==> src/rtl/i2c_master_mod.sv <==
// Byte-parallel I2C-style master: START, addr+R/W, ACK, one data byte, ACK, STOP.
// Transactions repeat back-to-back; every output is registered off the next state.
module i2c_master_mod (
  input  logic       clk,
  input  logic       rst_n,
  input  logic [6:0] i_Slave_Add,
  input  logic       i_RW,
  input  logic [7:0] i_DATA,
  input  logic [7:0] i_SDA,
  input  logic       i_ACK,
  output logic [7:0] o_SDA,
  output logic       o_SCL,
  output logic [7:0] o_Add_RD
);

  typedef enum logic [3:0] {
    S_IDLE,
    S_START,
    S_ADDR_L,
    S_ADDR_H,
    S_AACK_L,
    S_AACK_H,
    S_DATA_L,
    S_DATA_H,
    S_DACK_L,
    S_DACK_H,
    S_STOP_L,
    S_STOP_H
  } state_t;

  state_t     state;
  state_t     state_next;

  logic [6:0] addr_q;
  logic       rw_q;
  logic [7:0] data_q;
  // Write-phase slave ACK is kept for debug only; it has no effect on the flow.
  logic       data_ack_unused;

  logic [7:0] sda_next;
  logic       scl_next;
  logic [7:0] add_rd_next;

  // Next-state logic: one clock per state, only the address ACK branches.
  always_comb begin
    // NOTE: every combinational output gets a default first so no latch is inferred.
    state_next = state;
    case (state)
      S_IDLE:   state_next = S_START;
      S_START:  state_next = S_ADDR_L;
      S_ADDR_L: state_next = S_ADDR_H;
      S_ADDR_H: state_next = S_AACK_L;
      S_AACK_L: state_next = S_AACK_H;
      S_AACK_H: state_next = i_ACK ? S_DATA_L : S_STOP_L;
      S_DATA_L: state_next = S_DATA_H;
      S_DATA_H: state_next = S_DACK_L;
      S_DACK_L: state_next = S_DACK_H;
      S_DACK_H: state_next = S_STOP_L;
      S_STOP_L: state_next = S_STOP_H;
      S_STOP_H: state_next = S_IDLE;
      default:  state_next = S_IDLE;
    endcase
  end

  // Output values are decoded from the state being entered, so they appear
  // on the same edge that enters it.
  always_comb begin
    sda_next = 8'hFF;
    scl_next = 1'b1;
    case (state_next)
      S_START: sda_next = 8'h00;
      S_ADDR_L: begin
        sda_next = {addr_q, rw_q};
        scl_next = 1'b0;
      end
      S_ADDR_H: sda_next = {addr_q, rw_q};
      S_AACK_L: scl_next = 1'b0;
      S_DATA_L: begin
        sda_next = rw_q ? 8'hFF : data_q;
        scl_next = 1'b0;
      end
      S_DATA_H: sda_next = rw_q ? 8'hFF : data_q;
      S_DACK_L: scl_next = 1'b0;
      S_STOP_L: begin
        sda_next = 8'h00;
        scl_next = 1'b0;
      end
      S_STOP_H: sda_next = 8'h00;
      default: begin
        sda_next = 8'hFF;
        scl_next = 1'b1;
      end
    endcase
  end

  // o_Add_RD shows the address byte from ADDR_L on, replaced by the read byte
  // on the edge leaving DATA_H.
  always_comb begin
    add_rd_next = o_Add_RD;
    if (state_next == S_ADDR_L) begin
      add_rd_next = {addr_q, rw_q};
    end else if (state == S_DATA_H && rw_q) begin
      add_rd_next = i_SDA;
    end
  end

  always_ff @(posedge clk or negedge rst_n) begin
    if (!rst_n) begin
      state    <= S_IDLE;
      o_SDA    <= 8'hFF;
      o_SCL    <= 1'b1;
      o_Add_RD <= 8'h00;
    end else begin
      // NOTE: sequential state uses non-blocking assignment so every register
      // samples the pre-edge values regardless of statement order.
      state    <= state_next;
      o_SDA    <= sda_next;
      o_SCL    <= scl_next;
      o_Add_RD <= add_rd_next;
    end
  end

  // Transaction inputs are frozen on the edge entering START.
  always_ff @(posedge clk or negedge rst_n) begin
    if (!rst_n) begin
      addr_q          <= 7'h00;
      rw_q            <= 1'b0;
      data_q          <= 8'h00;
      data_ack_unused <= 1'b0;
    end else begin
      if (state == S_IDLE) begin
        addr_q <= i_Slave_Add;
        rw_q   <= i_RW;
        data_q <= i_DATA;
      end
      if (state == S_DACK_H && !rw_q) begin
        data_ack_unused <= i_ACK;
      end
    end
  end

endmodule

==> config.mk <==
export PLATFORM = sky130hd
export DESIGN_NAME = i2c_master_mod
export DESIGN_NICKNAME = d
export VERILOG_FILES = /design/src/rtl/i2c_master_mod.sv
export SDC_FILE = /design/constraint.sdc
export NUM_CORES = 1
export LEC_CHECK = 0
export ABC_CLOCK_PERIOD_IN_PS = 2200
export CORE_UTILIZATION = 48
export CTS_CLUSTER_SIZE = 10
export DETAILED_ROUTE_END_ITERATION = 10
export GPL_TIMING_DRIVEN = 1
export PLACE_DENSITY_LB_ADDON = 0.1
export SETUP_SLACK_MARGIN = 0.3
export SLEW_MARGIN = 20
export SYNTH_ARGS = -nofsm -noshare
export SYNTH_HDL_FRONTEND = slang
export SYNTH_SLANG_ARGS = --single-unit
==> constraint.sdc <==
create_clock -name clk -period 2.2 [get_ports clk]
set_clock_uncertainty 0.15 [all_clocks]
set_input_delay 0.66 -clock clk [delete_from_list [all_inputs] [get_ports clk]]
set_output_delay 0.66 -clock clk [all_outputs]
set_load 0.005 [all_outputs]
==> results of run 1 <==
## metal layers
layer	up-vias	GRT usage, %	wire (um)
met5	-	0	0
li1	609	-	-
met2	34	34.65	1760
met3	8	4.197	138
met4	0	9.593	65
met1	602	21.82	1449
## kinds of logic after synthesis
kind of cell              after synthesis  synth area share, %
buffers and inverters                  19                6.157
AOI/OAI and AO/OA                      33                18.33
xor gates and xnor gates                1               0.4955
and+or+nand+nor                        47                16.91
DFF                                    37                53.01
muxes                                   8                5.096
## power by group through the flow
stage          clock network [mW]  registers (mW)  logic [mW]
4_1_cts                     0.505            1.36        1.52
6_report                    0.492            1.35        1.49
2_1_floorplan                   0            1.27        1.14
5_1_grt                     0.536            1.41        1.64
3_3_place_gp                    0            1.36        1.53
3_5_place_dp                    0            1.37        1.59
## registers in the layout, summed over array words and instances (netlist names)
register,flops
data_q,8
o_Add_RD,8
o_SDA,8
addr_q,7
state,4
o_SCL,1
rw_q,1
## layout make-up
cell class              instances  area (um2)
clock buffers                   6       82.58
clock inverters                 2       13.76
fillers                       276        1125
inverters                       9       33.78
multi-input cells              89       721.9
flip-flops and latches         37       938.4
well taps                      46       57.56
repair buffers                 50       469.2
## metrics by stage
step           setup slack [ps]  cell area [um2]  hold WS (ps)  util (%)
2_1_floorplan             500.4             1768         214.4         -
3_3_place_gp              239.2             2226         344.5     64.67
6_report                  349.8             2317         173.4     67.32
3_5_place_dp              193.9             2226         346.9     64.67
4_1_cts                   320.1             2316         172.6     67.28
5_1_grt                   307.8             2317         180.7     67.32
## synth_stat cells (all sizes together), types with 5 or more instances
master / n
and2b: 5
nor2: 8
dfstp: 9
a221o: 8
nand2: 12
mux2: 8
o221ai: 8
inv: 9
buf: 8
dfrtp: 28
o21ai: 10
and3: 8
## final timing paths
check,cells past startpoint,startpoint,endpoint,slack (ps)
max,1,o_SDA[1],o_SDA[1],350
min,2,rst_n,o_Add_RD[4],170
max reg2reg,4,state[1],o_SDA[0],400
min reg2reg,1,data_q[3],data_q[3],360
max in group asynchronous,2,rst_n,o_SDA[0],1470
min in group clk,1,data_q[3],data_q[3],360
## timing repair
item                                    4_1_cts  5_1_grt
gates cloned                                  0        0
endpoints found under the setup margin       17       16
gates resized for setup                      17        1
setup buffers                                 2        0
==> impl_metrics.csv, run 1 <==
group,metric,value,unit
grt,antenna_found_initial,0,
run,timing.max_cap.violations,0,
yosys,synth_area,1768,um2
finish,drive_gt1_share,25.39,%
sta,hold_viol,0,
setup_path,crit_family,"flip-flops",
finish,antennaDiodeCount,0,
power,seq_power_share,40.6,%
drt,drc,0,
finish,fin_nets,219,
floorplan,row_count,21,
power,comb_power_share,44.7,%
power,p_int,2.140,mW
grt,grt.total_usage,19.46,%
yosys,synth_nets,172,
drt,final_antenna_net_count,0,
sta,rsz0062_at_grt,"false",
setup_path,critPathMaxFanout,1,
grt,grt_overflow,0,
clock_network,clk-insertion-delay-late,290,ps
yosys,synth_cells,145,
clock_network,cts.sinks,37,
sta,setup-violations-final,0,
yosys,syn_area_per_cell,12.19,um2
grt,grt_pass1_wl,5.658,mm
setup_path,worstSetupPathType,"reg -> out",
placed_design,portBuffers,43,
yosys,yosys.area.top_type_share,39.63,%
placed_design,place_hpwl,2.488,mm
setup_path,critPathMaxStageDelay,520,ps
setup_path,arrival,1040,ps
sta,max_slew_margin,61.59,%
clock_network,clk_pin_slew,70,ps
power,power.density,1440,nW/um2
clock_network,htree_levels,2,
floorplan,start_util,51.36,%
yosys,synth_flop_cell,"dfrtp_1",
grt,grt_max_degree,38,
placed_design,dp_cells,229,
floorplan,die_y,62.69,um
clock_network,cts_hold_buf,0,
finish,mostFrequentLayoutCells,"dfrtp_1 (27), clkdlybuf4s50_1 (25), dlygate4sd2_1 (17)",
setup_path,required,1390,ps
floorplan,fp.dieArea,3930,um2
clock_network,cts_tree,"done",
drt,drt_iter0_markers,69,
clock_network,clock_path_buffers,2,
yosys,ys_top_cells_by_area,"dfrtp_1 (40%), dfstp_2 (13%), o221ai_2 (6.8%), mux2_2 (5.1%), a221o_1 (4.5%)",
power,total_power,3.336,mW
power,clkPwrFrac,14.7,%
setup_path,cpMaxStageDelayCell,"dfstp_2",
sta,worst_pin_slew,576.1,ps
clock_network,clock-root-buffer,"clkbuf_8",
drt,first_pass_iters,4,
drt,wire_per_inst,14.28,um
min_path,hold_path.class,"in -> async",
sta,post-route-min-period,1850,ps
outcome,status,"complete, no violations",
finish,syn_to_final_growth,31.07,%
clock_network,cts_buffers,5,
drt,wl,3.413,mm
drt,via_per_inst,5.243,
yosys,yosys.area.top_type,"dfrtp_1",
sta,fmax,540.5,MHz
floorplan,die_w,62.69,um
placed_design,globalplace.congestion,0.7053,
power,p_switching,1.196,mW
yosys,synth.distinct_cells,33,
floorplan,coreArea,3442,um2
setup_path,path_buf_inv,1,
power,p_leak,1.035,nW
finish,finalNonFillerCells,239,
setup_path,path_cells,"dlygate4sd2_1",
sta,fin_crit_sh,84.10,%
setup_path,setup.worst_path.end_class,"output port",
sta,tns,0,ps
floorplan,pin_count,44,
yosys,yosys_register_bits,37,
power,ir_drop,823.2,uV
finish,final_common_cell,"dfrtp_1",
setup_path,crit_path_start_kind,"flop",
sta,drv_slew,0,
yosys,yosysWarningCount,0,
yosys,synth-edff-count,0,
grt,grt_pass1_vias,1255,
yosys,seq_area_frac_synth,53.01,%
drt,vias,1253,
power,p_sw_share,35.85,%
yosys,async_flop_share,100.0,%
Power figures use the tool's default switching activity.
==> run 2: changes to the inputs <==
--- a/config.mk
+++ b/config.mk
@@ -5,8 +5,8 @@
 export SDC_FILE = /design/constraint.sdc
 export NUM_CORES = 1
 export LEC_CHECK = 0
-export ABC_CLOCK_PERIOD_IN_PS = 2200
-export CORE_UTILIZATION = 48
+export ABC_CLOCK_PERIOD_IN_PS = 1650
+export CORE_UTILIZATION = 44
 export CTS_CLUSTER_SIZE = 10
 export DETAILED_ROUTE_END_ITERATION = 10
 export GPL_TIMING_DRIVEN = 1
==> constraint.sdc (replaced) <==
create_clock -name clk -period 1.65 [get_ports clk]
set_clock_uncertainty 0.15 [all_clocks]
set_input_delay 0.495 -clock clk [delete_from_list [all_inputs] [get_ports clk]]
set_output_delay 0.495 -clock clk [all_outputs]
set_load 0.005 [all_outputs]
==> impl_metrics.csv, run 2 (synthesis results as in run 1) <==
group,metric,value,unit
grt,grt_max_degree,25,
setup_path,rrSetupSlack,-50,ps
drt,final_antenna_net_count,0,
floorplan,row_count,22,
setup_path,required,1670,ps
setup_path,timing.rr.start,"state[2]",
placed_design,place_hpwl,2.774,mm
floorplan,coreArea,3744,um2
setup_path,r2r_cells,5,
drt,first_pass_iters,4,
finish,syn_to_final_growth,50.25,%
finish,mostFrequentLayoutCells,"dfrtp_1 (24), clkdlybuf4s50_1 (24), buf_4 (16)",
drt,wire_per_inst,16.02,um
power,ir_drop,1100,uV
grt,antenna_found_initial,0,
drt,drc,0,
outcome,status,"complete, but fails checks",
clock_network,htree_levels,2,
setup_path,setup.worst_path.end_class,"flop",
floorplan,die_y,65.39,um
finish,antennaDiodeCount,0,
sta,setup-violations-final,19,
clock_network,clk-insertion-delay-late,290,ps
setup_path,r2r_end,"data_q[6]",
drt,vias,1363,
clock_network,clock-root-buffer,"clkbuf_8",
finish,fillCellCount,274,
setup_path,arrival,1720,ps
floorplan,pin_count,44,
setup_path,setup.worst_path.start,"state[2]",
sta,rsz0062_at_grt,"true",
finish,fin_nets,238,
drt,wl,4.165,mm
sta,max_slew_margin,73.27,%
placed_design,portBuffers,43,
sta,hold_viol,0,
outcome,violations,"negative setup slack",
min_path,hold_path.class,"reg -> reg",
setup_path,crit_path_start_kind,"flop",
placed_design,globalplace.congestion,0.7595,
drt,via_per_inst,5.242,
grt,grt_pass1_wl,6.534,mm
floorplan,start_util,47.23,%
sta,fin_crit_sh,103.0,%
clock_network,cts_tree,"done",
power,p_leak,1.185,nW
sta,post-route-min-period,1700,ps
clock_network,clk_pin_slew,70,ps
run,timing.max_cap.violations,0,
grt,grt_pass1_vias,1399,
clock_network,cts.sinks,37,
sta,fmax,588.4,MHz
grt,grt.total_usage,20.56,%
clock_network,clock_path_buffers,2,
finish,largestRegisters,"data_q: 8 flops, o_Add_RD: 8 flops, o_SDA: 8 flops",
grt,grt_overflow,0,
sta,fin_ws,-49.66,ps
placed_design,pre_cts_slack,-206.7,ps
finish,drive_gt1_share,50.00,%
sta,worst_pin_slew,400.9,ps
setup_path,endpoint,"data_q[6]",
sta,drv_slew,0,
setup_path,worstSetupPathType,"reg -> reg",
floorplan,die_w,65.39,um
drt,drt_iter0_markers,60,
sta,tns,-448.2,ps
power,power.density,2052,nW/um2
clock_network,cts_buffers,5,
floorplan,fp.dieArea,4276,um2
setup_path,critPathMaxFanout,6,
## run 2: cell count changes in the layout (fill, tap and decap cells not counted), sizes merged
| cell | delta |
|---|---|
| buf | +33 |
| dlygate4sd2 | -17 |
| clkbuf | +2 |
| bufinv | +1 |
| clkdlybuf4s50 | -1 |
| clkinv | -1 |
| dlygate4sd3 | +1 |
| dlymetal6s2s | +1 |
## run 2: how the worst min path moves through the flow
stage	startpoint	to	slack, ps	depth (start not counted)
final	state[0]	o_SCL	360	1
after global routing	state[0]	o_SCL	390	1
after CTS	addr_q[4]	o_Add_RD[5]	370	1
after detailed placement	rst_n	state[0]	270	1
after global placement	rst_n	state[0]	260	1
after floorplan	rst_n	addr_q[0]	50	0
## run 2: power breakdown
group | internal [mW] | switching, mW | total, mW | leakage [nW]
clock | 0.448 | 0.318 | 0.766 | 0.0552
combinational | 1.65 | 1.25 | 2.90 | 0.698
sequential | 1.46 | 0.325 | 1.79 | 0.432
## run 2: worst max-delay path: stages, from the launching register on
cell and delay (ps):
dfrtp_2 450, buf_6 130, nor4_4 230, buf_4 180, clkbuf_16 150, mux2_4 290
## run 2: metal layers
layer  wire length [um]  part of all wire [%]  track usage [%]
met4                 76                   1.8            8.967
met1               1768                    42            24.77
met5                  0                     0                0
met3                173                   4.2            4.861
met2               2147                    52            34.79
## run 2: layout make-up
class                           count  area (um2)  area share, %
Multi-Input combinational cell     89       860.8          32.41
Inverter                            9       33.78          1.272
Timing Repair Buffer               69       651.9          24.54
Clock buffer                        6       72.57          2.732
Sequential cell                    37       942.2          35.47
Tap cell                           48       60.06          2.261
Clock inverter                      2       35.03          1.319
## run 2: timing repair
action / CTS / global route
buffers inserted: 2 / 7
hold endpoints to repair: 9 / 0
hold buffers: 1 / 0
pin swaps: 1 / 10
resized for setup: 90 / 20
setup endpoints to repair: 50 / 57
gates cloned: 0 / 2
## run 2: through the flow
step	instance area, um2	std cells	hold WS (ps)	util (%)	power (mW)
finish	2656	260	357.8	70.96	5.452
floorplan	1833	145	49.41	-	3.343
CTS	2492	251	367.5	66.58	5.083
global placement	2377	240	260.0	63.50	4.209
global route	2656	260	389.9	70.96	5.793
detailed placement	2377	240	269.5	63.50	4.308
